## src/rtl/branch_resolve.sv

```systemverilog
// ID-stage branch resolution: stalls on pending operands, redirects PC one cycle after a taken branch.
// Optional macro BRANCH_STATS_EN adds saturating taken/not-taken counters.
module branch_resolve #(
    parameter int SIZE      = 31,
    parameter int STALL_MAX = 3,
    parameter int CNT_W     = 16
) (
    input  logic            clk,
    input  logic            rst_n,
    input  logic            branch_eq,
    input  logic            branch_ne,
    input  logic            equal_inputs,
    input  logic            operand_pending,
    input  logic [SIZE:0]   pc_plus4,
    input  logic [SIZE:0]   imm_sext,
    output logic            stall_id,
    output logic            pc_src,
    output logic [SIZE:0]   branch_target,
    output logic            flush_ifid,
    output logic            stall_error,
    output logic [1:0]      state_dbg
`ifdef BRANCH_STATS_EN
    ,
    output logic [CNT_W-1:0] taken_count,
    output logic [CNT_W-1:0] not_taken_count
`endif
);

    localparam int SC_W = (STALL_MAX < 1) ? 1 : $clog2(STALL_MAX + 1);

    typedef enum logic [1:0] {
        S_IDLE     = 2'd0,
        S_WAIT     = 2'd1,
        S_REDIRECT = 2'd2
    } state_t;

    state_t          state_q, state_d;
    logic [SC_W-1:0] stall_cnt_q, stall_cnt_d;
    logic            pc_src_q, pc_src_d;
    logic            flush_q, flush_d;
    logic [SIZE:0]   target_q, target_d;
    logic            error_q, error_d;

    logic valid_br;
    logic taken;
    logic evaluating;

    always_comb begin
        valid_br   = branch_eq ^ branch_ne;
        taken      = valid_br & ((branch_eq & equal_inputs) | (branch_ne & ~equal_inputs));
        // REDIRECT ignores ID inputs, so evaluation only happens from IDLE or WAIT.
        evaluating = (state_q != S_REDIRECT) && valid_br && !operand_pending;

        state_d     = state_q;
        stall_cnt_d = '0;
        error_d     = error_q;
        target_d    = evaluating ? (pc_plus4 + {imm_sext[SIZE-2:0], 2'b00}) : target_q;

        case (state_q)
            S_IDLE: begin
                if (valid_br && operand_pending)
                    state_d = S_WAIT;
                else if (evaluating && taken)
                    state_d = S_REDIRECT;
            end
            S_WAIT: begin
                if (operand_pending) begin
                    stall_cnt_d = (int'(stall_cnt_q) < STALL_MAX) ? stall_cnt_q + SC_W'(1) : stall_cnt_q;
                    if (int'(stall_cnt_q) + 1 >= STALL_MAX)
                        error_d = 1'b1;
                end else begin
                    state_d = taken ? S_REDIRECT : S_IDLE;
                end
            end
            S_REDIRECT: state_d = S_IDLE;
            default:    state_d = S_IDLE;
        endcase

        pc_src_d = (state_d == S_REDIRECT);
        flush_d  = (state_d == S_REDIRECT);
    end

    always_ff @(posedge clk or negedge rst_n) begin
        if (!rst_n) begin
            state_q     <= S_IDLE;
            stall_cnt_q <= '0;
            pc_src_q    <= 1'b0;
            flush_q     <= 1'b0;
            target_q    <= '0;
            error_q     <= 1'b0;
        end else begin
            state_q     <= state_d;
            stall_cnt_q <= stall_cnt_d;
            pc_src_q    <= pc_src_d;
            flush_q     <= flush_d;
            target_q    <= target_d;
            error_q     <= error_d;
        end
    end

`ifdef BRANCH_STATS_EN
    logic [CNT_W-1:0] taken_cnt_q, taken_cnt_d;
    logic [CNT_W-1:0] nt_cnt_q, nt_cnt_d;

    always_comb begin
        taken_cnt_d = taken_cnt_q;
        nt_cnt_d    = nt_cnt_q;
        if (evaluating) begin
            if (taken && !(&taken_cnt_q))
                taken_cnt_d = taken_cnt_q + CNT_W'(1);
            if (!taken && !(&nt_cnt_q))
                nt_cnt_d = nt_cnt_q + CNT_W'(1);
        end
    end

    always_ff @(posedge clk or negedge rst_n) begin
        if (!rst_n) begin
            taken_cnt_q <= '0;
            nt_cnt_q    <= '0;
        end else begin
            taken_cnt_q <= taken_cnt_d;
            nt_cnt_q    <= nt_cnt_d;
        end
    end

    assign taken_count     = taken_cnt_q;
    assign not_taken_count = nt_cnt_q;
`endif

    // Gated with rst_n so every output reads 0 while reset is held.
    assign stall_id      = rst_n && (state_q != S_REDIRECT) && valid_br && operand_pending;
    assign pc_src        = pc_src_q;
    assign flush_ifid    = flush_q;
    assign branch_target = target_q;
    assign stall_error   = error_q;
    assign state_dbg     = state_q;

endmodule

```

## config.mk

```make
export PLATFORM = sky130hd
export DESIGN_NAME = branch_resolve
export DESIGN_NICKNAME = d
export VERILOG_FILES = /design/src/rtl/branch_resolve.sv
export SDC_FILE = /design/constraint.sdc
export NUM_CORES = 1
export LEC_CHECK = 0
export CAP_MARGIN = 15
export CORE_MARGIN = 2
export CORE_UTILIZATION = 46
export DETAILED_ROUTE_END_ITERATION = 8
export GPL_ROUTABILITY_DRIVEN = 0
export PLACE_DENSITY = 0.78
export SYNTH_ARGS = -nofsm -noshare
export SYNTH_HDL_FRONTEND = slang
export SYNTH_SLANG_ARGS = --single-unit
```

## constraint.sdc

```tcl
create_clock -name clk -period 1.8 [get_ports clk]
set_input_delay 0.36 -clock clk [delete_from_list [all_inputs] [get_ports clk]]
set_output_delay 0.36 -clock clk [all_outputs]
set_load 0.1 [all_outputs]
```

==> impl_metrics.yaml, run 1 <==
cts:
  cts.htree.levels: 2
  root_buffer: "clkbuf_8"
  cts_buffer_depth: 2
  holdBufCountCts: 0
  clkSinkCount: 38
  cts_buffers: 5
logic_synthesis:
  synthXorXnorAreaFrac_pct: 7.28
  ys_warn_count: 0
  muxShareOfSynthArea_pct: 0.480
  avgSynthCellArea_um2: 8.26
  synth_top_family_by_area: "compound AO/OA/AOI/OAI gates"
  yosys.area_share.simple_pct: 20.3
  synth_ff_type: "dfrtp_1"
  netlist_area_mm2: 0.00313
  syn_inst: 379
  synth-seq-cells: 38
  yosysUniqueCellTypes: 55
  synth_nets: 482
  synth_edf_count: 0
  seq_area_frac_synth_pct: 30.4
  synth-async-reset-ratio_pct: 100
  synth-compound-area-share_pct: 24.4
  synthAdderAreaFrac_pct: 13.4
status:
  error: "[ERROR GRT-0232] Routing congestion too high. Check the congestion heatmap in the GUI."
  status: "aborted with a tool error"
  lastStage: "5_1_grt"
floorplan:
  die_w_um: 86.5
  ios: 108
  rows: 30
  die_height_um: 86.5
  initial_core_util_pct: 46.8
place:
  port_buffers: 105
  hpwl_um: 8440
  pre_cts_ws_ns: -0.891
  dp.cells: 636
timing:
  grt-worst-endpoint: "branch_target[22]$_DFFE_PN0P_/D"
  worst-ep-kind: "register input"
global_routing:
  grt-ovfl-total: 260
  grtUsageTotal_pct: 88.7
  grt_max_degree: 39
-- cell families after synthesis --
kind of cell | after synthesis
AOI/OAI and AO/OA | 120
xor gates and xnor gates | 26
adders and majority gates | 33
buffers and inverters | 26
DFF | 38
muxes | 1
and+or+nand+nor | 135
-- synthesized netlist by cell type, types with 3 or more instances --
cell      number  area share, %
o21bai_1       5            1.2
buf_2          8            1.3
xnor2_1        7            2.0
nand2_1       63            7.6
o21ai_0       13            2.1
ha_1          32             13
nand4_1       11            2.2
o21ai_1       26            4.2
inv_1         11            1.3
nor2_1        22            2.6
and3_1         4           0.80
nor3_1         7            1.1
clkbuf_1       4           0.48
nand2b_1       3           0.60
xor2_1        19            5.3
a21oi_2        3           0.84
dfrtp_1       38             30
a31oi_1        4           0.80
nand3_1        5           0.80
a21oi_1       37            5.9
o211ai_1       5            1.2
nor2b_1        4           0.80
a21o_1         8            1.9
-- layer usage --
layer	GRT overflow	track usage, %
met1	2	84.6
met2	178	109
met3	1	72.5
met4	78	94.7
met5	1	25.2
-- through the flow --
step | area [um2] | TNS (ns) | hold slack [ns]
2_1_floorplan | 3390 | -0.993 | 0.0644
3_3_place_gp | 5490 | -16.87 | 0.450
3_5_place_dp | 5490 | -19.37 | 0.467
4_1_cts | 6110 | -1.97 | 0.149
-- repair_timing --
| item | in CTS |
|---|---|
| buffers inserted | 21 |
| setup endpoints to repair | 30 |
| pin swaps | 84 |
| resized for setup | 211 |
==> inputs of run 2 (changes only) <==
--- a/config.mk
+++ b/config.mk
@@ -7,10 +7,10 @@
 export LEC_CHECK = 0
 export CAP_MARGIN = 15
 export CORE_MARGIN = 2
-export CORE_UTILIZATION = 46
+export CORE_UTILIZATION = 39
 export DETAILED_ROUTE_END_ITERATION = 8
 export GPL_ROUTABILITY_DRIVEN = 0
-export PLACE_DENSITY = 0.78
+export PLACE_DENSITY_LB_ADDON = 0.15
 export SYNTH_ARGS = -nofsm -noshare
 export SYNTH_HDL_FRONTEND = slang
 export SYNTH_SLANG_ARGS = --single-unit
==> run 2 against run 1 <==
The flow now finishes, with violations (setup timing). Synthesized cell count is the same. Area after synthesis is the same.
==> impl_metrics.yaml, run 2 <==
place:
  port_buffers: 105
  dp.cells: 660
  hpwl_um: 8040
logic_synthesis:
  synth_nets: 482
  synth.most_common_cell: "nand2_1"
  yosysTopAreaCell: "dfrtp_1"
  synthTopCellsByCount: "nand2_1 (63), dfrtp_1 (38), a21oi_1 (37), ha_1 (32), o21ai_1 (26)"
  synthTopCellsByArea: "dfrtp_1 (30%), ha_1 (13%), nand2_1 (7.6%)"
  synth_top_area_share_pct: 30.4
  seq_area_frac_synth_pct: 30.4
  synth_ff_type: "dfrtp_1"
  synth-seq-cells: 38
  synth_edf_count: 0
  synth-async-reset-ratio_pct: 100
  netlist_area_mm2: 0.00313
  yosysUniqueCellTypes: 55
  ys_warn_count: 0
  avgSynthCellArea_um2: 8.26
  syn_inst: 379
power:
  p_sw_w: 0.00321
  p_leak_nw: 2.88
  pwr_density_cell_mw_per_mm2: 1000
  p_comb_share_pct: 66.3
  clockPowerShare_pct: 13.7
  p_int_w: 0.00335
  ir_worst_vdd_uv: 481
  swShare_pct: 48.9
  seqPwrFrac_pct: 20.0
cts:
  cts_buffers: 5
  clkTransAtPathRegs_ns: 0.09
  cts_tree: "yes"
  clkSinkCount: 38
  root_buffer: "clkbuf_8"
  clock_latency_ns: 0.30
  cts.htree.levels: 2
  cts_buffer_depth: 2
worst_setup_path:
  startpoint_type: "primary input"
  slowest_stage: "a21oi_1"
  cp_max_fo: 3
  cp_common_cell: "buf_4"
  path_cells: "buf_6 -> ha_4 -> buf_4 -> buf_4 -> a21oi_1 -> o21a_1 -> o21ai_4 -> buf_4 -> a31oi_4 -> xor2_1 -> o21ai_1"
  critPathArrivalTime_ns: 2.15
  critical_path_required_ns: 1.98
  cp-end-kind: "flip-flop"
  cp_slowest_stage_delay_ns: 0.27
  cp_top_family: "compound AO/OA/AOI/OAI gates"
  path_class: "in -> reg"
  critPathBufInv: 4
global_routing:
  grt_antenna_before_repair: 0
  grt_pass1_vias: 3911
  grt_max_degree: 39
  grt_pass1_wl_um: 18200
  grt-ovfl-total: 0
  grtUsageTotal_pct: 26.1
route:
  wire_per_inst_um: 18.7
  route.detailed.drc: 0
  drt-vias-per-instance: 5.61
  drt_iter0_markers: 175
  vias: 3906
  drtAntennaViolNets: 0
  routed_wl_um: 13000
  dr.pass1.iters: 4
final_layout:
  area_growth_syn_to_layout_pct: 109
  layout_common_cells: "buf_4 (104), nand2_1 (54), buf_12 (39)"
  fillCellCount: 395
  final_common_cell: "buf_4"
  instances_no_fill: 696
  largest_reg_flops: 32
  utilization_pct: 84.0
  n_antenna_cell: 0
  final_nets: 696
  drive_gt1_share_pct: 56.7
floorplan:
  initial_core_util_pct: 40.3
  core_mm2: 0.00777
  ios: 108
  rows: 32
  die-area_mm2: 0.00876
  die_height_um: 93.6
  die_w_um: 93.6
timing:
  fin_crit_ns: 1.96
  worst_slack_ns: -0.163
  fmax_ghz: 0.509
  finClkSkew_ns: 0.00840
  slew_viol_final: 0
  max_slew.worst_pin.slew_ns: 0.490
  period_share_pct: 109
  hold_viol: 0
  setup_violations: 15
  rsz0062_at_grt: "yes"
  relSlewSlack_pct: 67.3
worst_hold_path:
  hp-class: "in -> async"
status:
  status: "finished with violations"
  violations: "setup timing"
job:
  cap_violations: 0
==> run 2: cell counts after synthesis <==
No cell type changed its count.
==> run 2: path summary, 6_finish.rpt <==
path / startpoint / slack (ns) / depth (start not counted) / end
min in group clk: imm_sext[0] / 0.37 / 4 / branch_target[2]
setup / recovery: imm_sext[11] / -0.16 / 11 / branch_target[22]
hold / removal: rst_n / 0.14 / 2 / branch_target[10]
max in group asynchronous: rst_n / 1.27 / 2 / state_dbg[1]
hold reg to reg: branch_target[1] / 0.55 / 2 / branch_target[1]
setup reg to reg: state_dbg[0] / -0.02 / 8 / branch_target[24]
==> run 2: cells by family (layout without fill, tap and decap cells) <==
logic type / count (synthesis) / count (layout) / synth area share (%)
xor+xnor: 26 / 26 / 7.28
compound gates: 120 / 120 / 24.4
flops: 38 / 38 / 30.4
mux: 1 / 1 / 0.480
fa+ha+maj: 33 / 33 / 13.4
simple gates: 135 / 135 / 20.3
buf+inv: 26 / 241 / 3.68
==> run 2: timing repair <==
action | CTS | global route
pin swaps | 86 | 73
hold buffers | 0 | 0
endpoints found under the setup margin | 31 | 28
resized for setup | 222 | 102
buffers inserted | 19 | 10
==> run 2: layout make-up <==
| type | count | area (um2) | share of cell area (%) |
|---|---|---|---|
| Timing Repair Buffer | 222 | 2240 | 34.4 |
| Inverter | 11 | 41.3 | 0.633 |
| Clock inverter | 3 | 68.8 | 1.05 |
| Tap cell | 102 | 128 | 1.96 |
| Sequential cell | 38 | 958 | 14.7 |
| Clock buffer | 5 | 68.8 | 1.05 |
| Multi-Input combinational cell | 315 | 3020 | 46.2 |
==> run 2: routing by layer <==
layer  global-route usage (%)  vias to the layer above  wire [um]
met2                     50.2                      190       6800
met5                        0                        -          0
met3                     3.46                       51        818
met4                     6.76                        0        485
met1                     30.2                     1881       4940
li1                         -                     1784          -
==> run 2: through the flow <==
step / TNS (ns) / power, W / hold slack, ns / setup WS, ns / instance area (um2)
floorplan: -0.993 / 0.00351 / 0.0644 / -0.253 / 3390
global placement: -17.35 / 0.00513 / 0.482 / -0.813 / 5530
detailed placement: -18.91 / 0.00519 / 0.486 / -0.872 / 5530
CTS: -1.64 / 0.00629 / 0.169 / -0.287 / 6230
global route: -2.27 / 0.00677 / 0.185 / -0.181 / 6530
finish: -1.43 / 0.00655 / 0.140 / -0.163 / 6530
==> run 2: power by group through the flow <==
stage	clock (W)	sequential [W]	combinational [W]
2_1_floorplan	0	0.00271	0.000805
3_3_place_gp	0	0.00131	0.00382
3_5_place_dp	0	0.00132	0.00387
4_1_cts	0.000899	0.00130	0.00409
5_1_grt	0.000944	0.00133	0.00449
6_report	0.000900	0.00131	0.00434
Note: power is estimated with default switching activity, not from simulation.
